## src/rtl/ahb_arbiter.sv

```systemverilog
// Round-robin AHB bus arbiter.
// - Holds the grant through counted bursts (4/8/16 beats) and through locked sequences.
// - Parks the bus on DEFAULT_MGR when no manager is requesting.
// - All grant and owner state advances only on Hready=1 edges.
module ahb_arbiter #(
    parameter int unsigned NUM_MANAGERS = 3,
    parameter int unsigned DEFAULT_MGR  = 0,
    parameter int unsigned MW           = $clog2(NUM_MANAGERS)
) (
    input  logic                    Hclk,
    input  logic                    Hresetn,
    input  logic [NUM_MANAGERS-1:0] Hbusreq,
    input  logic [NUM_MANAGERS-1:0] Hlock,
    input  logic [1:0]              Htrans,
    input  logic [2:0]              Hburst,
    input  logic                    Hready,
    output logic [NUM_MANAGERS-1:0] Hgrant,
    output logic [MW-1:0]           Hmaster,
    output logic                    Hmastlock
);

    localparam logic [1:0] TransNonseq = 2'b10;
    localparam logic [1:0] TransSeq    = 2'b11;

    localparam logic [NUM_MANAGERS-1:0] DefGrant =
        {{(NUM_MANAGERS-1){1'b0}}, 1'b1} << DEFAULT_MGR;

    // Arbitration mode for the current edge: decides whether the grant may move.
    typedef enum logic [1:0] {
        StPark,
        StOwn,
        StBurst,
        StLocked
    } arb_state_e;

    logic [NUM_MANAGERS-1:0] grant_q, grant_d;
    logic [MW-1:0]           master_q, master_d;
    logic                    mastlock_q, mastlock_d;
    logic [3:0]              beats_q, beats_d;

    arb_state_e              arb_state;
    int unsigned             owner_idx;
    logic                    owner_lock;
    logic                    owner_req;
    logic [NUM_MANAGERS-1:0] hi_req;
    logic [NUM_MANAGERS-1:0] rr_grant;
    logic                    rr_found;

    // Decode the one-hot grant into an index and pick out the owner's request/lock bits.
    always_comb begin
        owner_idx = 0;
        for (int unsigned k = 0; k < NUM_MANAGERS; k++) begin
            if (grant_q[k]) begin
                owner_idx = k;
            end
        end
        owner_lock = |(Hlock & grant_q);
        owner_req  = |(Hbusreq & grant_q);
    end

    // Burst counter next value: load on NONSEQ, count down on SEQ, hold otherwise.
    always_comb begin
        beats_d = beats_q;
        if (Hready) begin
            case (Htrans)
                TransNonseq: begin
                    case (Hburst)
                        3'd2, 3'd3: beats_d = 4'd3;
                        3'd4, 3'd5: beats_d = 4'd7;
                        3'd6, 3'd7: beats_d = 4'd15;
                        default:    beats_d = 4'd0;
                    endcase
                end
                TransSeq: begin
                    if (beats_q != 4'd0) begin
                        beats_d = beats_q - 4'd1;
                    end
                end
                default: beats_d = beats_q;
            endcase
        end
    end

    // Circular scan starting after the owner: requesters above the owner win first,
    // then the lowest requester overall, so the owner itself is reached last.
    always_comb begin
        rr_grant = '0;
        rr_found = 1'b0;
        for (int unsigned k = 0; k < NUM_MANAGERS; k++) begin
            hi_req[k] = Hbusreq[k] && (k > owner_idx);
        end
        for (int unsigned k = 0; k < NUM_MANAGERS; k++) begin
            if (!rr_found && hi_req[k]) begin
                rr_grant[k] = 1'b1;
                rr_found    = 1'b1;
            end
        end
        for (int unsigned k = 0; k < NUM_MANAGERS; k++) begin
            if (!rr_found && Hbusreq[k]) begin
                rr_grant[k] = 1'b1;
                rr_found    = 1'b1;
            end
        end
    end

    // Mode and next grant/owner; lock hold outranks the burst count.
    always_comb begin
        grant_d    = grant_q;
        master_d   = master_q;
        mastlock_d = mastlock_q;

        if (owner_lock && owner_req) begin
            arb_state = StLocked;
        end else if (beats_d >= 4'd2) begin
            arb_state = StBurst;
        end else if (|Hbusreq) begin
            arb_state = StOwn;
        end else begin
            arb_state = StPark;
        end

        if (Hready) begin
            master_d   = MW'(owner_idx);
            mastlock_d = owner_lock;
            case (arb_state)
                StOwn:   grant_d = rr_grant;
                StPark:  grant_d = DefGrant;
                default: grant_d = grant_q;
            endcase
        end
    end

    // Grant, owner and burst count registers.
    always_ff @(posedge Hclk or negedge Hresetn) begin
        if (!Hresetn) begin
            grant_q    <= DefGrant;
            master_q   <= MW'(DEFAULT_MGR);
            mastlock_q <= 1'b0;
            beats_q    <= 4'd0;
        end else begin
            grant_q    <= grant_d;
            master_q   <= master_d;
            mastlock_q <= mastlock_d;
            beats_q    <= beats_d;
        end
    end

    assign Hgrant    = grant_q;
    assign Hmaster   = master_q;
    assign Hmastlock = mastlock_q;

endmodule

```

## config.mk

```make
export PLATFORM = sky130hd
export DESIGN_NAME = ahb_arbiter
export DESIGN_NICKNAME = d
export VERILOG_FILES = /design/src/rtl/ahb_arbiter.sv
export SDC_FILE = /design/constraint.sdc
export NUM_CORES = 1
export LEC_CHECK = 0
export CORE_MARGIN = 3
export CORE_UTILIZATION = 30
export DETAILED_ROUTE_END_ITERATION = 8
export GPL_TIMING_DRIVEN = 0
export PLACE_DENSITY = 0.61
export SLEW_MARGIN = 20
export SYNTH_ARGS = -nofsm -noshare
export SYNTH_HDL_FRONTEND = slang
export SYNTH_SLANG_ARGS = --single-unit
```

## constraint.sdc

```tcl
create_clock -name Hclk -period 3 [get_ports Hclk]
set_input_delay 0.45 -clock Hclk [delete_from_list [all_inputs] [get_ports Hclk]]
set_output_delay 0.45 -clock Hclk [all_outputs]
set_load 0.005 [all_outputs]
```

==> flow_summary.json <==
{
  "dieHeight_um": 50.9,
  "grt_usage_pct": 12.3,
  "io_pins": 20,
  "hp-class": "in2async",
  "clk_pin_slew_ps": 70,
  "wl_per_cell_um": 12.8,
  "postRouteAntennaNets": 0,
  "tritoncts": "done",
  "powerDensity_nw_per_um2": 714,
  "synth_nets": 77,
  "drc": 0,
  "via_count": 586,
  "synth.mux.area_fraction_pct": 7.64,
  "core_area_um2": 1820,
  "netlist.area_leader.share_pct": 37.2,
  "yosysSeqAreaShare_pct": 41.5,
  "synth_top_family_by_area": "compound AO/OA/AOI/OAI gates",
  "cts-buffers-inserted": 3,
  "synth_area_leaders": "dfrtp_1, dfstp_2, inv_1",
  "critPathCaptureType": "flop",
  "synth.distinct_cells": 32,
  "multi_input_area_um2": 317,
  "fill_cells": 178,
  "period_needed_ps": 2450,
  "final_nets": 100,
  "critPathKind": "reg2reg",
  "period_share_pct": 81.7,
  "synthAdderAreaFrac_pct": 2.07,
  "setup_tns_ps": 0,
  "syn_area_per_cell_um2": 9.77,
  "peakVddDrop_mv": 0.354,
  "synth-simple-area-share_pct": 19.6,
  "cts_resized": 0,
  "cp_data_required_time_ps": 3200,
  "hpwl_mm": 1.08,
  "relSlewSlack_pct": 69.0,
  "utilization_pct": 46.9,
  "synth_area_leader_cell": "dfrtp_1",
  "drive_gt1_share_pct": 11.9,
  "dr.pass1.iters": 4,
  "htree_levels": 1,
  "regArea_um2": 251,
  "grt_pass1_vias": 553,
  "syn_area_um2": 606,
  "synth_compound_gate_area_share_pct": 22.9,
  "finalWirelength_mm": 1.40,
  "dieArea_um2": 2590,
  "hold_viol": 0,
  "cts_sinks": 10,
  "fmax_mhz": 408,
  "yosysWarningCount": 0,
  "worst_pin_slew_ps": 464,
  "cts-root-buf": "clkbuf_4",
  "clk_latency_ps": 270,
  "start_kind": "flop",
  "fp.dieW_um": 50.9,
  "initial_utilization_pct": 33.3,
  "grt_max_degree": 11,
  "ys_ff_latch": 10,
  "cap_violations": 0,
  "antennaDiodeCount": 0,
  "p_leak_uw": 0.000360,
  "status": "complete, no violations",
  "cts.hold.buffers_added": 0,
  "worst-path-max-fanout": 6,
  "synthCells": 62,
  "initialDrtViolationCount": 21,
  "routed_via_density": 5.38,
  "drv_slew": 0,
  "postCtsSetupBuffers": 0,
  "cp_data_arrival_time_ps": 2650,
  "antenna_found_initial": 0,
  "grt_pass1_wl_mm": 2.41,
  "skew_ps": 1.80,
  "cts_buffer_depth": 2,
  "area_growth_pct": 40.9,
  "gp_congestion": 0.830,
  "io_buffers": 18,
  "rsz0062_at_grt": "false",
  "synth_xor_area_share_pct": 0,
  "grt.overflow.total": 0,
  "setup_viol": 0,
  "rows": 15
}
==> layout make-up <==
cell class / count / share of cell area [%]
plain buffers: 2 / 1.32
inverters: 7 / 3.08
multi-input cells: 43 / 37.1
flip-flops and latches: 10 / 29.5
well taps: 25 / 3.67
repair buffers: 18 / 21.1
clock buffers: 4 / 4.25
==> placed cells by master, fill, tap and decap left out, types with 2 or more instances in the layout <==
| master | count |
|---|---|
| mux2i_1 | 2 |
| clkdlybuf4s50_1 | 18 |
| o22ai_1 | 2 |
| o21ai_0 | 5 |
| a41oi_1 | 2 |
| inv_1 | 7 |
| nand2_1 | 3 |
| a222oi_1 | 2 |
| clkbuf_4 | 3 |
| dfrtp_1 | 9 |
| nor4_1 | 2 |
| a21oi_1 | 3 |
| nand3b_1 | 2 |
| nor2_1 | 3 |
==> stage by stage <==
step / setup WS (ps) / instances / hold WS, ps / cell area (um^2) / total power [uW]
3_3_place_gp: 280 / 105 / 474 / 817 / 491
3_5_place_dp: 283 / 105 / 491 / 817 / 493
2_1_floorplan: 710 / 62 / 154 / 606 / 360
5_1_grt: 418 / 109 / 510 / 853 / 668
6_report: 548 / 109 / 499 / 853 / 609
4_1_cts: 533 / 109 / 507 / 853 / 618
==> logic make-up after synthesis <==
group / after synthesis
AO/OA/AOI/OAI: 20
adder cells (fa/ha/maj): 1
buffers and inverters: 9
flip-flops: 10
multiplexers: 4
AND/OR/NAND/NOR: 18
==> cells in the mapped netlist <==
library cell	instances
a2111oi_1	1
a21boi_0	1
a21oi_1	3
a221oi_1	1
a222oi_1	2
a22oi_1	1
a41oi_1	2
and2_1	1
and4_1	1
and4b_1	1
buf_4	1
clkbuf_1	1
dfrtp_1	9
dfstp_2	1
ha_1	1
inv_1	7
mux2_2	1
mux2_4	1
mux2i_1	2
nand2_1	3
nand3_1	1
nand3b_1	2
nor2_1	3
nor3b_1	1
nor4_1	2
o211ai_1	1
o21ai_0	5
o22ai_1	2
o31ai_1	1
or3_1	1
or3b_4	1
or4b_4	1
==> where the power goes <==
group          internal, uW  switching [uW]
logic                   153             101
clock network          73.8            47.8
registers               190            44.1
==> path summary, 6_finish.rpt <==
check | startpoint | to | slack (ps) | cells after the start
max in group asynchronous | Hresetn | Hgrant[0] | 2160 | 1
min in group Hclk | Hmaster[0] | Hmaster[0] | 500 | 2
worst min-delay path | Hresetn | Hgrant[1] | 500 | 1
worst min register to register | Hmaster[0] | Hmaster[0] | 500 | 2
worst max-delay path | beats_q[0] | Hgrant[0] | 550 | 7
worst max register to register | beats_q[0] | Hgrant[0] | 550 | 7
==> registers in the layout, indices dropped and copies added (netlist names) <==
| signal | count |
|---|---|
| Hmastlock | 1 |
| Hmaster | 2 |
| Hgrant | 3 |
| beats_q | 4 |
==> worst max-delay path: stages (launching register included) <==
cell	delay, ps
dfrtp_1	420
inv_1	90
ha_1	190
or3b_4	420
a41oi_1	220
o22ai_1	130
or4b_4	590
mux2_4	310
==> routing by layer <==
metal  GRT usage (%)  wire length [um]  vias to the layer above
met4            6.73                22                        0
met5               0                 0                        -
met1            15.3               649                      265
met2            19.3               611                       31
li1                -                 -                      287
met3            2.92               114                        3
Power figures use the tool's default switching activity.
